$ cat config.mk
export PLATFORM = sky130hd
export DESIGN_NAME = axi_write_slave_controller
export DESIGN_NICKNAME = d
export VERILOG_FILES = /design/src/rtl/axi_interface_pkg.sv /design/src/rtl/axi_write_slave_controller.sv
export SDC_FILE = /design/constraint.sdc
export NUM_CORES = 1
export LEC_CHECK = 0
export ABC_AREA = 1
export CELL_PAD_IN_SITES_DETAIL_PLACEMENT = 1
export CELL_PAD_IN_SITES_GLOBAL_PLACEMENT = 1
export CORE_UTILIZATION = 41
export CTS_BUF_LIST = sky130_fd_sc_hd__clkbuf_2
export CTS_CLUSTER_DIAMETER = 30
export CTS_CLUSTER_SIZE = 10
export DETAILED_ROUTE_END_ITERATION = 7
export PLACE_DENSITY = 0.93
export SYNTH_ARGS = -nofsm -noshare
export SYNTH_HDL_FRONTEND = slang
export SYNTH_SLANG_ARGS = --single-unit
$ cat constraint.sdc
create_clock -name ACLK -period 13.6 [get_ports ACLK]
set_input_delay 3.4 -clock ACLK [delete_from_list [all_inputs] [get_ports ACLK]]
set_output_delay 3.4 -clock ACLK [all_outputs]
set_load 0.02 [all_outputs]
$ cat src/rtl/axi_interface_pkg.sv
// Shared AXI-Lite types for the peripheral-side channel responders:
// bus sizes, response codes and the write-path FSM encoding.
package axi_interface_pkg;

  localparam int AXI_ADDR_SIZE = 32;
  localparam int AXI_DATA_SIZE = 4;

  typedef enum logic [1:0] {
    OKAY   = 2'b00,
    EXOKAY = 2'b01,
    SLVERR = 2'b10,
    DECERR = 2'b11
  } axi_response_t;

  typedef enum logic [2:0] {
    IDLE      = 3'd0,
    WAIT_ADDR = 3'd1,
    WAIT_DATA = 3'd2,
    WRITE     = 3'd3,
    RESPOND   = 3'd4
  } axi_write_state_t;

  // Inclusive unsigned range check used by the address decoder.
  function automatic logic addr_in_range(
    input logic [AXI_ADDR_SIZE-1:0] addr,
    input logic [AXI_ADDR_SIZE-1:0] low,
    input logic [AXI_ADDR_SIZE-1:0] high
  );
    return (addr >= low) && (addr <= high);
  endfunction

endpackage

$ cat src/rtl/axi_write_slave_controller.sv
// AXI-Lite write responder: accepts AW and W in any order, decodes the address
// window, issues one local register write and reports its status on B.
module axi_write_slave_controller
  import axi_interface_pkg::*;
#(
  parameter logic [AXI_ADDR_SIZE-1:0] ADDR_LOW  = '0,
  parameter logic [AXI_ADDR_SIZE-1:0] ADDR_HIGH = 32'hFFF
) (
  input  logic                       ACLK,
  input  logic                       ARESET,
  input  logic [AXI_ADDR_SIZE-1:0]   AWADDR,
  input  logic                       AWVALID,
  output logic                       AWREADY,
  input  logic [AXI_DATA_SIZE*8-1:0] WDATA,
  input  logic [AXI_DATA_SIZE-1:0]   WSTRB,
  input  logic                       WVALID,
  output logic                       WREADY,
  output axi_response_t              BRESP,
  output logic                       BVALID,
  input  logic                       BREADY,
  output logic [AXI_ADDR_SIZE-1:0]   write_address_o,
  output logic [AXI_DATA_SIZE*8-1:0] write_data_o,
  output logic [AXI_DATA_SIZE-1:0]   write_strobe_o,
  output logic                       write_request_o,
  input  logic                       write_done_i,
  input  logic                       write_error_i,
  output axi_write_state_t           state_o
);

  // Handshakes: a beat transfers on a rising ACLK edge where VALID and READY
  // are both 1. READY/BVALID are registered and never look at the opposite
  // side combinationally; a master holds VALID and payload until it transfers.

  axi_write_state_t state_q, state_d;

  logic [AXI_ADDR_SIZE-1:0]   addr_hold_q;
  logic [AXI_DATA_SIZE*8-1:0] data_hold_q;
  logic [AXI_DATA_SIZE-1:0]   strb_hold_q;

  logic                       awready_q, awready_d;
  logic                       wready_q, wready_d;
  logic                       bvalid_q, bvalid_d;
  axi_response_t              bresp_q, bresp_d;
  logic                       request_q, request_d;
  logic [AXI_ADDR_SIZE-1:0]   local_addr_q, local_addr_d;
  logic [AXI_DATA_SIZE*8-1:0] local_data_q, local_data_d;
  logic [AXI_DATA_SIZE-1:0]   local_strb_q, local_strb_d;

  logic                       aw_hs;
  logic                       w_hs;
  logic                       launch;
  logic                       addr_ok;
  logic [AXI_ADDR_SIZE-1:0]   addr_eff;
  logic [AXI_DATA_SIZE*8-1:0] data_eff;
  logic [AXI_DATA_SIZE-1:0]   strb_eff;

  assign aw_hs = AWVALID & awready_q;
  assign w_hs  = WVALID & wready_q;

  // Whichever half arrived earlier comes from its holding register.
  assign addr_eff = (state_q == WAIT_DATA) ? addr_hold_q : AWADDR;
  assign data_eff = (state_q == WAIT_ADDR) ? data_hold_q : WDATA;
  assign strb_eff = (state_q == WAIT_ADDR) ? strb_hold_q : WSTRB;
  assign addr_ok  = addr_in_range(addr_eff, ADDR_LOW, ADDR_HIGH);

  assign launch = ((state_q == IDLE)      && aw_hs && w_hs) ||
                  ((state_q == WAIT_ADDR) && aw_hs)         ||
                  ((state_q == WAIT_DATA) && w_hs);

  always_ff @(posedge ACLK or posedge ARESET) begin
    if (ARESET) begin
      state_q <= IDLE;
    end else begin
      state_q <= state_d;
    end
  end

  always_comb begin
    state_d = state_q;
    bresp_d = bresp_q;
    unique case (state_q)
      IDLE: begin
        if (aw_hs && !w_hs) begin
          state_d = WAIT_DATA;
        end else if (w_hs && !aw_hs) begin
          state_d = WAIT_ADDR;
        end
      end
      WAIT_ADDR, WAIT_DATA: ;
      WRITE: begin
        if (write_done_i) begin
          state_d = RESPOND;
          bresp_d = write_error_i ? SLVERR : OKAY;
        end
      end
      RESPOND: begin
        if (BREADY) begin
          state_d = IDLE;
        end
      end
      default: state_d = IDLE;
    endcase
    // Out-of-window writes never reach the peripheral.
    if (launch) begin
      if (addr_ok) begin
        state_d = WRITE;
      end else begin
        state_d = RESPOND;
        bresp_d = DECERR;
      end
    end
  end

  always_comb begin
    awready_d    = (state_d == IDLE) || (state_d == WAIT_ADDR);
    wready_d     = (state_d == IDLE) || (state_d == WAIT_DATA);
    bvalid_d     = (state_d == RESPOND);
    request_d    = (state_d == WRITE) && (state_q != WRITE);
    local_addr_d = local_addr_q;
    local_data_d = local_data_q;
    local_strb_d = local_strb_q;
    if (request_d) begin
      local_addr_d = addr_eff - ADDR_LOW;
      local_data_d = data_eff;
      local_strb_d = strb_eff;
    end
  end

  always_ff @(posedge ACLK or posedge ARESET) begin
    if (ARESET) begin
      addr_hold_q  <= '0;
      data_hold_q  <= '0;
      strb_hold_q  <= '0;
      awready_q    <= 1'b0;
      wready_q     <= 1'b0;
      bvalid_q     <= 1'b0;
      bresp_q      <= OKAY;
      request_q    <= 1'b0;
      local_addr_q <= '0;
      local_data_q <= '0;
      local_strb_q <= '0;
    end else begin
      if (aw_hs) begin
        addr_hold_q <= AWADDR;
      end
      if (w_hs) begin
        data_hold_q <= WDATA;
        strb_hold_q <= WSTRB;
      end
      awready_q    <= awready_d;
      wready_q     <= wready_d;
      bvalid_q     <= bvalid_d;
      bresp_q      <= bresp_d;
      request_q    <= request_d;
      local_addr_q <= local_addr_d;
      local_data_q <= local_data_d;
      local_strb_q <= local_strb_d;
    end
  end

  assign AWREADY         = awready_q;
  assign WREADY          = wready_q;
  assign BVALID          = bvalid_q;
  assign BRESP           = bresp_q;
  assign write_request_o = request_q;
  assign write_address_o = local_addr_q;
  assign write_data_o    = local_data_q;
  assign write_strobe_o  = local_strb_q;
  assign state_o         = state_q;

endmodule

* Word level (Yosys, flattened, before mapping)
Index checks and enable logic that the tools add are counted.
** Word-level totals
- Flip-flop bits (word level) :: 145
- Input bits :: 75
- Output and inout port bits :: 77
- Logic and storage cells :: 57
** Cells by class
- Magnitude comparators :: 2
- Equal/unequal tests :: 9
- Mux-type cells :: 15
- Bitwise gates (word level) :: 2
- Reduce and logical (&&, ||, !) cells :: 17
** Operators with widths (number)
- $mux W32 :: 2
- $ge A32 B1 Y1 const B :: 1
- $le A32 B12 Y1 const B :: 1
- $mux W3 :: 6
- $eq A3 B2 Y1 const B :: 4
- $pmux W3 S4 :: 1
- $mux W2 :: 5
- $logic_and A1 B1 Y1 :: 8
- $eq A3 B1 Y1 const B :: 2
- $eq A3 B3 Y1 const B :: 2
- $logic_not A3 Y1 :: 2
- $logic_or A1 B1 Y1 :: 4
- $mux W4 :: 1
- $ne A3 B2 Y1 const B :: 1
- $and A1 B1 Y1 :: 2
- $logic_not A1 Y1 :: 2
- $reduce_or A2 Y1 :: 1

* Logic depth before layout (Yosys ltp)
- Depth after elaboration :: 9
- Mapped depth :: 13
- Mapped depth without buffers :: 12

* Least setup slack after synthesis
No wires, ideal clock.
- Path kind :: input -> register
- Start point :: input port AWVALID
- End point :: register local_data_q[0] (netlist: write_data_o[0])
- Library setup time :: 65 ps
- Arrival time :: 4408 ps
- Data required time :: 13535 ps
- Slack :: 9127 ps
- Cell stages on the path :: 8
- Buffers on the path :: 2
- Cells stage by stage :: nand2_1 -> inv_1 -> nand2_1 -> o21ai_2 -> buf_2 -> buf_2 -> nand4_1 -> nand2_1
** Between the ends
- Cells in the longest elaborated chain, start to end :: 9
- Elaborated cells on any way between the ends :: 15
- Those cells by class :: eq/ne (1); mux (4); bitwise (1); reduce/logical (9)
** RTL lines
- start, declared :: RTL line axi_write_slave_controller.sv:12 : input logic AWVALID,
- $and A1 B1 Y1 (*) :: RTL line axi_write_slave_controller.sv:57 : assign aw_hs = AWVALID & awready_q;
- $logic_not A1 Y1 :: RTL line axi_write_slave_controller.sv:85 : end else if (w_hs && !aw_hs) begin
- $logic_and A1 B1 Y1 :: RTL line axi_write_slave_controller.sv:85
- $mux W3 :: RTL line axi_write_slave_controller.sv:85
- $mux W3 :: RTL line axi_write_slave_controller.sv:83 : if (aw_hs && !w_hs) begin
- $pmux W3 S4 :: RTL line axi_write_slave_controller.sv:81 : unique case (state_q)
- $mux W3 (*) :: RTL line axi_write_slave_controller.sv:104 : if (launch) begin
- $eq A3 B2 Y1 (*) :: RTL line axi_write_slave_controller.sv:118 : request_d = (state_d == WRITE) && (state_q != WRITE);
- $logic_and A1 B1 Y1 (*) :: RTL line axi_write_slave_controller.sv:118
- end signal, assigned :: RTL line axi_write_slave_controller.sv:156 : local_data_q <= local_data_d;
- end, declared :: RTL line axi_write_slave_controller.sv:46 : logic [AXI_DATA_SIZE*8-1:0] local_data_q, local_data_d;
Mark *: on every way between the ends. The rest lies on a longest branch, timed or not.
A chain may end at the register's enable or synchronous reset.

* Worst setup path in the final report
- Start point :: input port AWADDR[24]
- End point :: register wready_q (netlist: WREADY)
** Between the ends
- Cells in the longest elaborated chain, start to end :: 7
- Elaborated cells on any way between the ends :: 9
- Those cells by class :: order compare (2); eq/ne (1); mux (3); reduce/logical (3)
** RTL lines
- start, declared :: RTL line axi_write_slave_controller.sv:11 : input logic [AXI_ADDR_SIZE-1:0] AWADDR,
- $mux W32 (*) :: RTL line axi_write_slave_controller.sv:61 : assign addr_eff = (state_q == WAIT_DATA) ? addr_hold_q : AWADDR;
- $ge A32 B1 Y1 / $le A32 B12 Y1 (equally long branches) :: RTL line axi_interface_pkg.sv:29 : return (addr >= low) && (addr <= high);
- $logic_and A1 B1 Y1 (*) :: RTL line axi_interface_pkg.sv:29
- $mux W3 (*) :: RTL line axi_write_slave_controller.sv:105 : if (addr_ok) begin
- $mux W3 (*) :: RTL line axi_write_slave_controller.sv:104
- via state_d[0] :: RTL line axi_write_slave_controller.sv:34 : axi_write_state_t state_q, state_d;
- $eq A3 B2 Y1 / $logic_not A3 Y1 (equally long branches) :: RTL line axi_write_slave_controller.sv:116 : wready_d = (state_d == IDLE) || (state_d == WAIT_DATA);
- $logic_or A1 B1 Y1 (*) :: RTL line axi_write_slave_controller.sv:116
- via wready_d :: RTL line axi_write_slave_controller.sv:41 : logic wready_q, wready_d;
- end signal, assigned :: RTL line axi_write_slave_controller.sv:151 : wready_q <= wready_d;
- end, declared :: RTL line axi_write_slave_controller.sv:41
Mark *: on every way through the listed nets, which the timed path passes. The rest lies on a longest branch.

==> metrics.txt <==
post-placement cell area=0.00823 mm^2; die height=~130 um; Initial DRC Count=around 300; Max Cap Violations=0; Worst EP required=approximately 14000 ps; DP HPWL=12.7 mm; Worst Setup Start Kind=input port; register clock-pin slew on the reported worst setup and hold paths=roughly 180 ps; Synth area leaders=dfrtp_1 (55%), nand2_1 (16%), inv_1 (5.1%), o21ai_0 (4.8%), nand4_1 (4.6%); wire length per cell=16.1 um; total wire length=19.0 mm; max-slew violations=0; Die Wd=129 um; CTS H-tree lvls=4; CTS resizes=0; Syn Area/Cell=roughly 8 um^2; CTS Hold Bufs=0; largest net degree at the start of global routing=80; site row count=46; Post-route DRC=0; global-route wire length before repair=slightly above 30 mm; I/O pin total=152; die area=0.0167 mm^2; worst vdd ir=0.0589 mV; RSZ-0062 raised after global routing=no; Post-Syn Instances=832; design area=0.00841 mm^2; period utilization=0.449; status=finished clean; gr ovfl total=0; Global Route Usage Sum=0.241; share of cells above drive strength 1=0.0464; synthesized area=0.00663 mm^2; Seq/Total Area, Yosys=0.548; Via-to-Cell Ratio=slightly above 5; setup TNS=0 ps; final hold vios=0; Layout area overhead=26.9%; Fmax=0.164 GHz; Synth top area share=0.548; Buffers on Ports=151; cts bufs inserted=17; P_leak=4.42 nW; CTS tree=built; biggest area consumer among synthesized cells=dfrtp_1; Setup CP Type=input port to flip-flop; Synthesized Nets=907; Post CTS Setup Buffer Count=0; GPL Wtd Cong=0.789; core footprint=0.0158 mm^2; number of global-route vias before repair=6344; Clk Latency, worst-skew pair=730 ps; DRT antenna net count=0; worst slew pin tran=1180 ps; clock sink total=145; Max-Slew Margin vs Limit=0.214; CTS Root Cell=clkbuf_2; DR pass1 iterations=4; crit-path max FO=49; Fin Clk Skew=35.4 ps; Nets=1032; arrival time worst endpoint=6710 ps; clk buf depth=2; Synth Register Bits=145; via count=between 6000 and 7000; CP endpoint kind=flip-flop; Netlist cell types=22; antenna violations before repair=1; setup violation total in the final timing report=0; yosys warns=0; worst min path class=flip-flop to flip-flop; Starting Density=0.419; Power Density=146 mW/mm^2; Final min period=slightly above 6000 ps
cells in the final DEF (no fill, tap or decap):
cell             count
a21oi_1             49
buf_4                7
clkbuf_2            21
clkinv_2             2
inv_6                1
o21ai_0             64
bufinv_16            1
nand2_1            278
clkinv_1             6
nor3_1               2
nor2_1              64
clkdlybuf4s50_1    151
o41ai_1              1
dfrtp_1            145
nand3b_1             4
clkinvlp_4           1
inv_2                3
nand3_2              1
nand3_4              1
o21ai_4              1
nand4_1             49
inv_1               89
nand3_1             22
diode_2              1
nor2_4               3
nand2_2              3
sequential cells by signal, summed over array words and instances (netlist names), 2 cells and up:
signal	cells
write_address_o	32
state_o	3
BRESP	2
data_hold_q	32
strb_hold_q	4
write_data_o	32
addr_hold_q	32
write_strobe_o	4
synthesized netlist by cell type, drive strengths merged:
cell type,n
nand2,281
dfrtp,145
inv,93
nor2,67
o21ai,65
a21oi,49
nand4,49
buf,29
nand3,24
clkbuf,23
nand3b,4
nor3,2
o41ai,1
kinds of logic (layout without fill, tap and decap cells):
kind of cell,count (synthesis),count (layout),share of synthesized area
flip-flops,145,145,0.548
AO/OA/AOI/OAI,115,115,0.0880
buffers and inverters,145,282,0.0904
AND/OR/NAND/NOR,427,427,0.274
other,0,1,0
worst max-delay path, stage by stage:
cell and delay [ps]:
clkdlybuf4s50_1 430, nand2_1 80, nand2_1 70, nor2_1 160, nand3_1 180, nor2_4 920
nand3_2 720, buf_4 540, nand2_1 150, nor2_1 60
metrics by stage:
| stage | setup slack [ps] | hold WS [ps] | total power [mW] | util | instances |
|---|---|---|---|---|---|
| finish | 7500 | 495 | 1.22 | 0.531 | 1186 |
| global route | 7210 | 534 | 1.31 | 0.531 | 1186 |
| CTS | 7480 | 500 | 1.23 | 0.531 | 1185 |
| detailed placement | 6660 | 459 | 1.02 | 0.520 | 1154 |
| global placement | 6720 | 448 | 0.985 | 0.520 | 1154 |
| floorplan | 6310 | 448 | 0.884 | - | 832 |
per-layer routing:
| layer | routed length [um] | global-route usage |
|---|---|---|
| met5 | 0 | 0 |
| met1 | 8370 | 0.301 |
| met2 | 9590 | 0.413 |
| met3 | 723 | 0.0475 |
| met4 | 368 | 0.0893 |
layout make-up:
class / count / area, um^2
antenna: 1 / 2.50
clock buffer: 21 / 105
clock inverter: 10 / 70.1
fill: 1906 / 7420
inverter: 93 / 354
multi-input combinational: 542 / 2410
sequential: 145 / 3630
tap: 216 / 270
timing repair buffer: 158 / 1560
power breakdown:
| group | switching (mW) | total, mW | leakage (nW) | internal, mW |
|---|---|---|---|---|
| Combinational | 0.270 | 0.407 | 2.41 | 0.137 |
| Clock | 0.151 | 0.215 | 0.119 | 0.0635 |
| Sequential | 0.0674 | 0.602 | 1.90 | 0.534 |
| Total | 0.489 | 1.22 | 4.42 | 0.735 |
path summary, 6_finish.rpt:
path	from	endpoint	slack (ps)	cells past startpoint
worst max-delay path	AWADDR[24]	WREADY	7500	10
worst min-delay path	write_address_o[16]	write_address_o[16]	490	2
worst max register to register	state_o[0]	WREADY	8990	11
worst min register to register	write_address_o[16]	write_address_o[16]	490	2
max in group asynchronous	ARESET	BRESP[0]	9030	3
min in group asynchronous	ARESET	addr_hold_q[24]	3170	2
(Power assumes the default switching activity.)
==> RTL change 1 (same settings) <==
`AXI_DATA_SIZE`: 4 -> 2.
--- a/src/rtl/axi_interface_pkg.sv
+++ b/src/rtl/axi_interface_pkg.sv
@@ -4,5 +4,5 @@
 
   localparam int AXI_ADDR_SIZE = 32;
-  localparam int AXI_DATA_SIZE = 4;
+  localparam int AXI_DATA_SIZE = 2;
 
   typedef enum logic [1:0] {
Ports: changed (resized WDATA, WSTRB, write_data_o and write_strobe_o); port bits go from 152 to 116. No check against the original RTL was run, so the function may have changed too.
==> RTL change 1 against the unedited design <==
  * Count of clock-buffer cells in the layout shrank 12
  * Critical endpoint is now write_data_o[15]$_DFFE_PP0P_
  * Design area shrank 25%
  * Total power shrank 24%
  * Cell count shrank 26%
  * Critical path type unchanged
  * Worst setup slack gained 0.26 ns
  * Sequential cell count shrank 36
  * Synthesized area shrank 24%
  * Via count shrank 24%
  * Wire length shrank 27%
==> RTL change 1: results (changes against the unedited design) <==
GRT
  • Gr usage total: 23.9% (was 24.1%)
  • Vias in the first global route: 4888 (was 6344)
  • Largest net degree at the start of global routing: 58 (was 80)
  • M2 GR Usage: 41.7% (was 41.3%)
  • First-pass GRT wire length: 23900 µm (was 31100 µm)

Critical path
  • Worst Reg-to-Reg Cells: 10 (was 11)
  • Worst Path Arrival: 6.34 ns (was 6.71 ns)
  • FF-to-FF End: write_data_o[15]$_DFFE_PP0P_ (was WREADY$_DFF_PP0_)
  • Worst-path fanout max: 53 (was 49)
  • R2R Setup Slk: 9.68 ns (was 8.99 ns)

Placement
  • Port bufs: 115 (was 151)
  • GP Congestion: 0.775 (was 0.789)
  • Placed cell count: 861 (was 1154)

Logic synthesis
  • Syn avg cell area: 7.88 µm² (was 7.96 µm²)
  • Register area share after synthesis: 54.5% (was 54.8%)
  • Commonest cells in the synthesized netlist: nand2_1, dfrtp_1, o21ai_0, inv_1, nor2_1 (was nand2_1, dfrtp_1, inv_1, nor2_1, o21ai_0)
  • Netlist cell types: 21 (was 22)

Hold path
  • Hold path startpoint: write_address_o[27]$_DFFE_PP0P_ (was write_address_o[16]$_DFFE_PP0P_)
  • Min-Delay Endpoint: write_address_o[27]$_DFFE_PP0P_ (was write_address_o[16]$_DFFE_PP0P_)

Route
  • Routed wl met3: 541 µm (was 723 µm)
  • Wire length on met1: 6120 µm (was 8370 µm)
  • DRT iter0 DRCs: 270 (was 303)

Finish
  • Nets: 786 (was 1032)
  • Share of cells above drive strength 1: 6.95% (was 4.64%)
  • # diodes: 0 (was 1)
  • Final Non-Filler Cells: 877 (was 1186)

Clocking
  • H-Tree Depth: 3 (was 4)
  • Clock latency on the worst-skew pair: 0.59 ns (was 0.73 ns)
  • TritonCTS Buffers: 9 (was 17)

Power and ir drop
  • Leakage: 3.29 nW (was 4.42 nW)
  • VDD IR max: 0.0000632 V (was 0.0000589 V)

STA
  • Clock skew: 0.0173 ns (was 0.0354 ns)
  • Slew headroom: 24.8% (was 21.4%)

Outcome
  • Outcome: finished, final reports clean (unchanged)
RTL change 1: worst max path at each step:
stage                       start                             end  slack (ns)  cells past startpoint
final                     AWVALID    write_data_o[15]$_DFFE_PP0P_        7.76                      8
after global routing      AWVALID  write_address_o[2]$_DFFE_PP0P_        7.43                      8
after CTS                 AWVALID    write_data_o[15]$_DFFE_PP0P_        7.75                      8
after detailed placement  AWVALID               AWREADY$_DFF_PP0_        7.07                      8
after global placement    AWVALID                WREADY$_DFF_PP0_        7.28                      8
after floorplan            ARESET               AWREADY$_DFF_PP0_        7.33                      1
RTL change 1: power breakdown:
| group | switching, mW | total (mW) | internal [mW] | leakage [nW] |
|---|---|---|---|---|
| sequential | 0.0485 | 0.452 | 0.404 | 1.42 |
| combinational | 0.220 | 0.331 | 0.111 | 1.80 |
| clock | 0.114 | 0.142 | 0.0278 | 0.0683 |
RTL change 1: final cells by class:
class	instances	area, µm²
fillers	1435	5360
inverters	76	288
clock inverters	7	60.1
multi-input cells	415	1830
well taps	143	179
repair buffers	118	1170
clock buffers	9	45.0
flip-flops and latches	109	2730
RTL change 1: critical path: stages:
cell and delay [ns]:
clkdlybuf4s50_1 0.46, nand2_1 0.56, inv_2 0.72, o211ai_1 0.20, o21ai_2 0.13, nand3_4 0.53
nand2_1 0.22, nand2_1 0.10
RTL change 1: metrics by stage:
stage	setup WS (ns)	utilization [%]	area [µm²]
after floorplan	7.33	-	5000
after global placement	7.28	53.1	6200
after detailed placement	7.07	53.1	6200
after CTS	7.75	54.0	6300
after global routing	7.43	54.0	6300
final	7.76	54.0	6300
RTL change 1: cells by family after synthesis:
logic type	after synthesis	share of synthesized area (%)
AO/OA/AOI/OAI	78	8.00
flip-flops	109	54.5
AND/OR/NAND/NOR	337	28.5
buffers and inverters	111	8.95
==> RTL change 2 (config.mk and constraints unchanged) <==
Without the edit above. Take the reset off `local_addr_q` and `local_data_q` and load them in a clocked block of their own.
--- a/src/rtl/axi_write_slave_controller.sv
+++ b/src/rtl/axi_write_slave_controller.sv
@@ -137,6 +137,4 @@
       bresp_q      <= OKAY;
       request_q    <= 1'b0;
-      local_addr_q <= '0;
-      local_data_q <= '0;
       local_strb_q <= '0;
     end else begin
@@ -153,8 +151,11 @@
       bresp_q      <= bresp_d;
       request_q    <= request_d;
-      local_addr_q <= local_addr_d;
-      local_data_q <= local_data_d;
       local_strb_q <= local_strb_d;
     end
+  end
+
+  always_ff @(posedge ACLK) begin
+    local_addr_q <= local_addr_d;
+    local_data_q <= local_data_d;
   end
 
Check against the original RTL: differs if ARESET is asserted again (counterexample within 4 cycles, from zero or initial values and one cycle with ARESET high); with ARESET held inactive, the same outputs for 10 cycles.
==> RTL change 2 against the unedited design <==
  * Synthesized area fell by 7.4%
  * Wire length fell by 18%
  * Core utilization rose by 1.6 points
  * First-iteration DRC count fell by 23%
  * Sequential cell count did not move
  * Largest cell class unchanged
  * Highest routed layer unchanged
  * Worst setup slack improved by 0.22 ns
  * Design area fell by 5.1%
  * Sequential share of layout area rose by 6.3 points
  * Clock skew fell by 0.012 ns
  * Total power rose by 1.9%
==> RTL change 2: results (changes against the unedited design) <==
Route
  • Routed wl met3: 563 µm (was 723 µm)
  • Wire per inst: 15.9 µm (was 16.1 µm)
  • DRT iter0 DRCs: 232 (was 303)
  • Met2 WL: 8210 µm (was 9590 µm)

Hold path
  • Min-Delay Endpoint: write_strobe_o[0]$_DFFE_PP0P_ (was write_address_o[16]$_DFFE_PP0P_)
  • Hold path startpoint: write_strobe_o[0]$_DFFE_PP0P_ (was write_address_o[16]$_DFFE_PP0P_)

Placement
  • Placed Area: 7790 µm² (was 8230 µm²)
  • Pre-CTS setup slack: 6.99 ns (was 6.66 ns)
  • GP Congestion: 0.744 (was 0.789)
  • Placed cell count: 954 (was 1154)

STA
  • Worst hold slack: 0.497 ns (was 0.495 ns)
  • Final worst slack: 7.72 ns (was 7.50 ns)
  • Slew headroom: 28.1% (was 21.4%)

Logic synthesis
  • Syn avg cell area: 9.55 µm² (was 7.96 µm²)
  • Fraction of registers with async set/reset: 55.9% (was 100%)
  • Netlist cell types: 26 (was 22)
  • Number of synthesized flops with an enable pin: 64 (was 0)

Critical path
  • FF-to-FF End: write_data_o[21]$_DFFE_PP_ (was WREADY$_DFF_PP0_)
  • WP buf/inv: 5 (was 2)
  • Worst-path fanout max: 61 (was 49)
  • Top cell family by delay on the critical path: buffers and inverters (was simple AND/OR/NAND/NOR gates)
  • Slowest cell delay on critical path: 0.70 ns (was 0.92 ns)
  • Worst Path Arrival: 6.22 ns (was 6.71 ns)

Outcome
  • Outcome: finished, final reports clean (unchanged)

Finish
  • FF+latch area: 3950 µm² (was 3630 µm²)
  • Nets: 864 (was 1032)
  • Multi-In Gates: 364 (was 542)
  • Clk cell area share: 2.31% (was 2.08%)
  • Filler cells: 1664 (was 1906)
  • Final Non-Filler Cells: 988 (was 1186)
  • Share of cells above drive strength 1: 7.23% (was 4.64%)
  • Buffer share of cell area: 19.4% (was 18.6%)

GRT
  • Gr usage total: 21.2% (was 24.1%)
  • Vias in the first global route: 5074 (was 6344)
  • Largest net degree at the start of global routing: 82 (was 80)
  • First-pass GRT wire length: 25500 µm (was 31100 µm)

Clocking
  • Clock latency on the worst-skew pair: 0.70 ns (was 0.73 ns)

Die
  • Die W: 124 µm (was 129 µm)

Power and ir drop
  • VDD IR max: 0.0000764 V (was 0.0000589 V)
RTL change 2: changes by cell type in the layout (fill, tap and decap cells not counted), moves of 9 or more:
cell | before | now
nand3_1 | 22 | 13
nand4_1 | 49 | 0
edfxtp_1 | 0 | 64
dfrtp_1 | 145 | 81
nand2_1 | 278 | 144
a21oi_1 | 49 | 35
inv_1 | 89 | 98
nor2_1 | 64 | 53
o21ai_0 | 64 | 84
RTL change 2: worst max-delay path by stage:
stage,from,endpoint,cells after the start
after floorplan,WVALID,write_address_o[0]$_DFFE_PP_,5
after global routing,AWVALID,write_address_o[24]$_DFFE_PP_,9
after detailed placement,AWVALID,write_data_o[24]$_DFFE_PP_,9
after global placement,AWVALID,write_data_o[25]$_DFFE_PP_,9
after CTS,AWVALID,write_address_o[4]$_DFFE_PP_,9
final,AWVALID,write_data_o[21]$_DFFE_PP_,9
RTL change 2: tightest hold or removal path, delay by kind of cell (launching register included):
kind / cells / cell delay [ns]
flops: 1 / 0.38
simple gates: 2 / 0.10
RTL change 2: power by group through the flow:
stage | clock [mW] | combinational [mW] | sequential [mW]
final | 0.213 | 0.391 | 0.643
after global routing | 0.237 | 0.447 | 0.656
after CTS | 0.222 | 0.396 | 0.643
after detailed placement | 0 | 0.394 | 0.652
after global placement | 0 | 0.366 | 0.642
after floorplan | 0 | 0.273 | 0.644
RTL change 2: per-layer routing:
metal	vias to the layer above	global-route usage [%]
li1	2338	-
met2	110	37.0
met5	-	0
met4	0	10.2
met3	28	4.77
met1	2268	24.7
RTL change 2: cell families after synthesis:
kind of cell	synth area share [%]
AO/OA/AOI/OAI	10.9
buffers and inverters	8.62
AND/OR/NAND/NOR	16.1
flip-flops	64.3
